[config.mk]
export PLATFORM = sky130hd
export DESIGN_NAME = branch_predict_unit
export DESIGN_NICKNAME = d
export VERILOG_FILES = /design/src/rtl/branch_predict_unit.sv
export SDC_FILE = /design/constraint.sdc
export NUM_CORES = 2
export LEC_CHECK = 0
export BUFFER_PORTS_ARGS = -buffer_cell sky130_fd_sc_hd__buf_2
export CAP_MARGIN = 20
export CORE_MARGIN = 2
export CORE_UTILIZATION = 50
export CTS_CLUSTER_SIZE = 12
export DETAILED_ROUTE_END_ITERATION = 7
export PLACE_DENSITY_LB_ADDON = 0.12
export SLEW_MARGIN = 15
export SYNTH_ARGS = -nofsm -noshare
export SYNTH_HDL_FRONTEND = slang
export SYNTH_SLANG_ARGS = --single-unit
[constraint.sdc]
create_clock -name clk -period 3.2 [get_ports clk]
set_input_delay 0.32 -clock clk [delete_from_list [all_inputs] [get_ports clk]]
set_output_delay 0.32 -clock clk [all_outputs]
set_load 0.02 [all_outputs]
[src/rtl/branch_predict_unit.sv]
// branch_predict_unit: direct-mapped branch target predictor with 2-bit counters and EX-stage resolution
// Ports: clk/rst_n (async active-low); F_PC -> Pred_Taken/Pred_Target (fetch lookup);
// Ex_* / Imm / AluResult (EX resolution) -> PC_Four, PC_Imm, Mispredict, Redirect_PC;
// Clear invalidates the table; Br_Count/Mp_Count are saturating branch/mispredict statistics.
module branch_predict_unit #(
    parameter int PC_W    = 9,
    parameter int ENTRIES = 16,
    parameter int CNT_W   = 32
) (
    input  logic               clk,
    input  logic               rst_n,
    input  logic [PC_W-1:0]    F_PC,
    output logic               Pred_Taken,
    output logic [31:0]        Pred_Target,
    input  logic               Ex_Valid,
    input  logic               Ex_Branch,
    input  logic [PC_W-1:0]    Ex_PC,
    input  logic signed [31:0] Imm,
    input  logic [31:0]        AluResult,
    input  logic               Ex_PredTaken,
    input  logic [31:0]        Ex_PredTarget,
    input  logic               Clear,
    output logic [31:0]        PC_Four,
    output logic [31:0]        PC_Imm,
    output logic               Mispredict,
    output logic [31:0]        Redirect_PC,
    output logic [CNT_W-1:0]   Br_Count,
    output logic [CNT_W-1:0]   Mp_Count
);
    localparam int IDX_W = $clog2(ENTRIES);
    localparam int TAG_W = PC_W - IDX_W - 2;

    logic [ENTRIES-1:0] valid;
    logic [TAG_W-1:0]   tag    [ENTRIES];
    logic [31:0]        target [ENTRIES];
    logic [1:0]         ctr    [ENTRIES];
    logic [IDX_W-1:0]   f_idx, e_idx;
    logic [TAG_W-1:0]   f_tag, e_tag;
    logic               hit, e_hit, upd, actual_taken;

    assign f_idx = F_PC[IDX_W+1:2];
    assign f_tag = F_PC[PC_W-1:IDX_W+2];
    assign e_idx = Ex_PC[IDX_W+1:2];
    assign e_tag = Ex_PC[PC_W-1:IDX_W+2];

    // lookup reads registered state only, so an update is seen the cycle after its edge
    assign hit         = valid[f_idx] && tag[f_idx] == f_tag;
    assign Pred_Taken  = hit && ctr[f_idx][1];
    assign Pred_Target = Pred_Taken ? target[f_idx] : 32'(F_PC) + 32'd4;

    assign PC_Four      = 32'(Ex_PC) + 32'd4;
    assign PC_Imm       = 32'(Ex_PC) + 32'(Imm <<< 1);
    assign actual_taken = Ex_Branch && AluResult == 32'd1;
    assign upd          = Ex_Valid && Ex_Branch;
    assign e_hit        = valid[e_idx] && tag[e_idx] == e_tag;
    assign Mispredict   = upd && (actual_taken != Ex_PredTaken ||
                                  (actual_taken && Ex_PredTarget != PC_Imm));
    assign Redirect_PC  = actual_taken ? PC_Imm : PC_Four;

    always_ff @(posedge clk or negedge rst_n) begin
        if (!rst_n) begin
            valid <= '0;
            for (int i = 0; i < ENTRIES; i++) begin
                tag[i]    <= '0;
                target[i] <= '0;
                ctr[i]    <= 2'b01;
            end
        end else if (Clear) begin
            valid <= '0;
            for (int i = 0; i < ENTRIES; i++) ctr[i] <= 2'b01;
        end else if (upd) begin
            if (e_hit) begin
                ctr[e_idx] <= actual_taken ? (&ctr[e_idx] ? ctr[e_idx] : ctr[e_idx] + 2'd1)
                                           : (~|ctr[e_idx] ? ctr[e_idx] : ctr[e_idx] - 2'd1);
                if (actual_taken) target[e_idx] <= PC_Imm;
            end else if (actual_taken) begin
                valid[e_idx]  <= 1'b1;
                tag[e_idx]    <= e_tag;
                target[e_idx] <= PC_Imm;
                ctr[e_idx]    <= 2'b10;
            end
        end
    end

    // statistics ignore Clear and stick at all-ones
    always_ff @(posedge clk or negedge rst_n) begin
        if (!rst_n) begin
            Br_Count <= '0;
            Mp_Count <= '0;
        end else begin
            if (upd && !(&Br_Count)) Br_Count <= Br_Count + CNT_W'(1);
            if (Mispredict && !(&Mp_Count)) Mp_Count <= Mp_Count + CNT_W'(1);
        end
    end
endmodule

Word level (Yosys, flattened, before mapping)
Index checks and enable logic that the tools add are counted.
{ "totals": {"register_bits": 672, "inputBits": 120, "output_inout_bits": 194, "elab_cells": 146} }
{ "classes": {"add_sub_neg": 7, "order_cmp": 6, "n_eq_ne": 6, "muxes": 43, "bitwise": 8, "n_reduce_logical": 25} }
{ "op_table": {"columns": ["operator", "n"], "rows": [
  ["$bwmux W512", 1],
  ["$mux W32", 9],
  ["$bmux W32 S4", 1],
  ["$demux W32 S4", 1],
  ["$add A32 B1 Y32 const B", 2],
  ["$mux W16", 4],
  ["$reduce_and A32 Y1", 2],
  ["$bwmux W48", 1],
  ["$add A9 B32 Y32", 1],
  ["$bwmux W32", 1],
  ["$eq A32 B1 Y1 const B", 1],
  ["$ne A32 B32 Y1", 1],
  ["$or A16 B16 Y16", 2],
  ["$bmux W3 S4", 2],
  ["$add A9 B3 Y10 const B", 2],
  ["$and A16 B16 Y16", 1],
  ["$bmux W2 S4", 2],
  ["$mux W2", 8],
  ["$not A16 Y16", 1],
  ["$mux W3", 5],
  ["$demux W3 S4", 1],
  ["$logic_and A1 B1 Y1", 11],
  ["$ge A5 B5 Y1 const B", 2],
  ["$lt A4 B5 Y1 const B", 2],
  ["other kinds (21)", 31]
]} }

Logic depth before layout (Yosys ltp)
{ "logic_depth": {"ltp_word": 11, "mapped_depth": 14, "ltp_nobuf": 12} }

Worst setup path after synthesis
OpenSTA, ideal clock, no wires.
{ "synth_path": {"path_type": "in2out", "startpoint": "input Ex_PC[1]", "endpoint": "output Mispredict", "arrival_time_ps": 3307, "slack_ps": -427, "cell_stages": 12, "cell_sequence": "ha_1 > fa_1 > clkbuf_1 > xnor2_1 > nand4_1 > or4_1 > a2111oi_0 > nand4_1 > nor4_1 > nand4_1 > buf_2 > nor2b_1"} }
{ "synth_via": {"elab_chain_len": 5} }
{ "synth_rtl": {"columns": ["element", "line", "rtl"], "rows": [
  ["start: declaration", "17", "input logic [PC_W-1:0] Ex_PC,"],
  ["$add A9 B32 Y32", "52", "assign PC_Imm = 32'(Ex_PC) + 32'(Imm <<< 1);"],
  ["net PC_Imm[2]", "24", "output logic [31:0] PC_Imm,"],
  ["$ne A32 B32 Y1", "57", "(actual_taken && Ex_PredTarget != PC_Imm));"],
  ["$logic_and A1 B1 Y1", "57", null],
  ["$logic_or A1 B1 Y1", "56", "assign Mispredict = upd && (actual_taken != Ex_PredTaken ||"],
  ["$logic_and A1 B1 Y1", "56", null],
  ["end: declaration", "25", "output logic Mispredict,"]
]} }
The timed path passes the listed nets, and every way through them passes these cells.

Final worst setup path
{ "layout_path": {"startpoint": "register tag[21] in the netlist's numbering", "endpoint": "output Pred_Target[1]"} }
{ "layout_via": {"elab_chain_len": 7} }
{ "layout_rtl": {"columns": ["element", "line", "rtl"], "rows": [
  ["start: declaration", "34", "logic [TAG_W-1:0] tag [ENTRIES];"],
  ["start signal: indexed assignment", "78", "tag[e_idx] <= e_tag;"],
  ["$bmux W3 S4", "47", "assign hit = valid[f_idx] && tag[f_idx] == f_tag;"],
  ["$mux W3 (not written as such) (2 in series)", "47", null],
  ["$eq A3 B3 Y1", "47", null],
  ["$logic_and A1 B1 Y1", "47", null],
  ["$logic_and A1 B1 Y1", "48", "assign Pred_Taken = hit && ctr[f_idx][1];"],
  ["$mux W32", "49", "assign Pred_Target = Pred_Taken ? target[f_idx] : 32'(F_PC) + 32'd4;"],
  ["end: declaration", "14", "output logic [31:0] Pred_Target,"]
]} }
Every way passes these cells. The select of a mux whose other input is x is not followed.

==> impl_results.md <==
- Status: finished with violations
- Violated checks: setup timing
- Area share of fa/ha/maj cells after synthesis: 0.629%
- Post-synthesis register bit count: 672
- Fin. Hold Viols: 0
- Fill cells: 5350
- HP Class: primary input to asynchronous set/reset pin
- Post-Syn Instances: 3038
- Clk_skew: between 10 and 15 ps
- Critical path arrival: ~3300 ps
- RSZ-0062 raised after global routing: yes
- Largest net degree at the start of global routing: 85
- EDFF count, synth: 0
- Yosys cell types: 70
- # H-tree levels: 3
- Total CTS buffers: 74
- Ratio of total power to cell area: between 400 and 500 nW/um^2
- Slew margin rel.: between 30 and 40%
- Maxcap violations: 0
- Final period util: 112%
- Fin. max-slew vios: 0
- Crit path max fanout: 20
- Clock sink count: about 670
- Simple-gate portion of the synthesized area: 12.6%
- Clock transition at path regs: 60 ps
- Area of the multi-input gates: 15400 um^2
- Reg area: 16800 um^2
- Standard-cell rows: 94
- XOR/XNOR Fraction of Synth Area: 3.59%
- Fraction of layout cells with a size suffix above 1: 30.6%
- Dpl hpwl: 67.9 mm
- DRT iter0 DRCs: 2204
- Die Footprint: between 60000 and 70000 um^2
- Vias per std cell: slightly below 6
- Slew @ Worst Pin: 943 ps
- Yosys warning count: 0
- CTS tree: done
- Maximum vdd drop: roughly 0.39 mV
- Worst stage delay on the critical path: between 500 and 600 ps
- Async SR Flop Fraction: 100%
- Compound-Gate Fraction of Synth Area: 10.5%
- CP most frequent cell: mux4_2
- Root Driver: clkbuf_16
- Placer Congestion: 0.954
- Crit Path Class: flop to output port
- Antenna violations before repair: 8
- Total wire length: 102 mm
- Final setup violation count: 34
- CP Capture Type: output port
- Leakage: 18.2 nW
- Overall Global Routing Usage: 30.5%
- I/O pin count: 314
- F_max: 0.278 GHz
- Syn-to-layout area delta: 21.4%
- DRT antenna net count: 0
- Routed via count: 25500
- First-pass detailed-route iteration total: 5
- First-pass GRT wire length: approximately 160 mm
- Cell Chain, Critical Path: mux4_2, mux4_2, xor2_1, a211oi_2, buf_4, nand3_4, buf_12, mux2_2, buf_2
- Syn_area_per_cell: approximately 11 um^2
- Overflow after GRT: 0
- Multiplexer share of the synthesized area: 17.5%
- Chip Height: 261 um
- Die width: between 200 and 300 um
- Largest family of logic cells by synthesized area: multiplexers
- Min Tclk post-route: 3600 ps
- Crit path required time: 2880 ps
- Port Buf Inserts: 290
- Post-synthesis sequential area ratio: about half
- Drt wl/cell: around 24 um
- Final setup margin: -397 ps
- Synth Flop Type: dfrtp_1
- Vias in the first global route: 26300
- Post-Syn Area: 33000 um^2
- Slowest cell on crit path: mux4_2
- Yosys top cell by area: dfrtp_1
- Synth top area share: 49.7%
- Clk Latency, worst-skew pair: slightly above 600 ps
- Starting Density: 50.3%
- Post-layout power: just under 20 mW
- Clock Path Buffers: 3
- Crit start category: flop
- Post-route DRC: 0
- Final hold slack: 282 ps
- Top cells by area, synth: dfrtp_1 50%, mux4_2 14%, o21ai_0 7.6%, nand2_1 6.5%, mux2_2 3.4%
- Area of the core: 65600 um^2
- Final nets: approximately 3500
## layout by cell type (no fill, tap or decap), types with 9 or more instances in the layout
cell type,synthesis,final
and2_1,16,16
nor3_1,20,18
nor2_1,78,69
nand2b_1,9,9
nor2b_4,0,12
conb_1,1,22
buf_2,18,252
dfstp_2,16,16
buf_6,0,28
mux2_2,100,100
a21oi_1,55,50
nand2_2,0,12
xor2_1,34,31
mux4_2,205,205
nand2_1,573,561
a22oi_1,15,15
ha_1,15,9
a31oi_1,9,9
buf_12,0,48
and4_1,10,10
clkbuf_16,0,77
dfrtp_1,656,656
nor2b_1,25,11
inv_1,76,74
clkbuf_1,207,21
and3_1,20,20
xnor2_1,96,87
nor4_1,25,21
clkbuf_8,0,17
buf_4,26,194
nand4_1,40,40
nand3_1,75,69
o21ai_0,500,499
## per-layer routing
| metal | up-vias | track usage [%] | share of wire [%] |
|---|---|---|---|
| met5 | - | 0 | 0.054 |
| met2 | 900 | 49.8 | 48 |
| met1 | 13100 | 42.4 | 42 |
| met3 | 166 | 5.05 | 6.7 |
| met4 | 8 | 8.85 | 2.7 |
| li1 | 11400 | - | - |
## Yosys cell counts (25+ instances only)
cell      number
clkbuf_1     207
a21oi_1       55
xnor2_1       96
nor2_1        78
nand3_1       75
dfrtp_1      656
nor4_1        25
buf_4         26
o21ai_0      500
mux2_2       100
inv_1         76
nor2b_1       25
xor2_1        34
mux4_2       205
nand2_1      573
nand4_1       40
## layout make-up
cell class	instances	area share, %
flip-flops and latches	672	42.0
multi-input cells	2044	38.4
repair buffers	526	10.1
clock inverters	15	0.477
well taps	864	2.70
inverters	76	0.711
diodes	4	0.0250
clock buffers	115	5.58
## power by group
part | internal [mW] | leakage [nW] | switching [mW]
Combinational | 0.731 | 7.65 | 1.35
Clock | 5.07 | 1.20 | 3.51
Sequential | 8.57 | 9.32 | 0.107
## kinds of logic after synthesis
kind of cell,Yosys count
simple gates,931
flops,672
compound gates,635
buf+inv,343
mux,308
xor+xnor,132
fa+ha+maj,16
other cells,1
## path summary, 6_finish.rpt
check,end,cells past startpoint,slack (ps),from
setup / recovery,Pred_Target[1],9,-400,tag[21]$_DFFE_PN0P_
hold / removal,target[202]$_DFFE_PN0P_,2,280,rst_n
setup reg to reg,ctr[27]$_DFFE_PN0P_,11,220,tag[21]$_DFFE_PN0P_
hold reg to reg,ctr[10]$_DFFE_PN1P_,2,470,ctr[10]$_DFFE_PN1P_
max in group asynchronous,target[124]$_DFFE_PN0P_,3,1760,rst_n
min in group clk,tag[1]$_DFFE_PN0P_,3,290,Ex_PC[7]
## registers in the layout, indices dropped and copies added (netlist names)
signal and count:
tag 48, Br_Count 32, ctr 32, target 512, valid 16, Mp_Count 32
## critical path, delay by kind of cell, from the launching register on
kind | cells | cell delay, ps
AOI/OAI and AO/OA | 1 | 160
and+or+nand+nor | 1 | 130
DFF | 1 | 380
muxes | 3 | 1280
xor gates and xnor gates | 1 | 160
buffers and inverters | 3 | 560
## what timing repair did
item | in CTS | in global routing
gates resized for setup | 88 | 45
setup buffers | 11 | 6
cloned | 1 | 0
pin swaps | 10 | 13
hold buffers | 1 | 0
endpoints found under the setup margin | 45 | 41
endpoints found under the hold margin | 69 | 0
## metrics by stage
| stage | setup TNS (ps) | std cells | utilization (%) | cell area, um^2 | worst slack, ps |
|---|---|---|---|---|---|
| floorplan | -104 | 3059 | - | 33200 | -64.2 |
| global placement | -31880 | 4167 | 56.4 | 37000 | -576 |
| detailed placement | -37140 | 4167 | 56.4 | 37000 | -625 |
| CTS | -11420 | 4310 | 60.8 | 39900 | -403 |
| global route | -12860 | 4314 | 61.1 | 40100 | -474 |
| finish | -10270 | 4316 | 61.1 | 40100 | -397 |
Power figures use the tool's default switching activity.
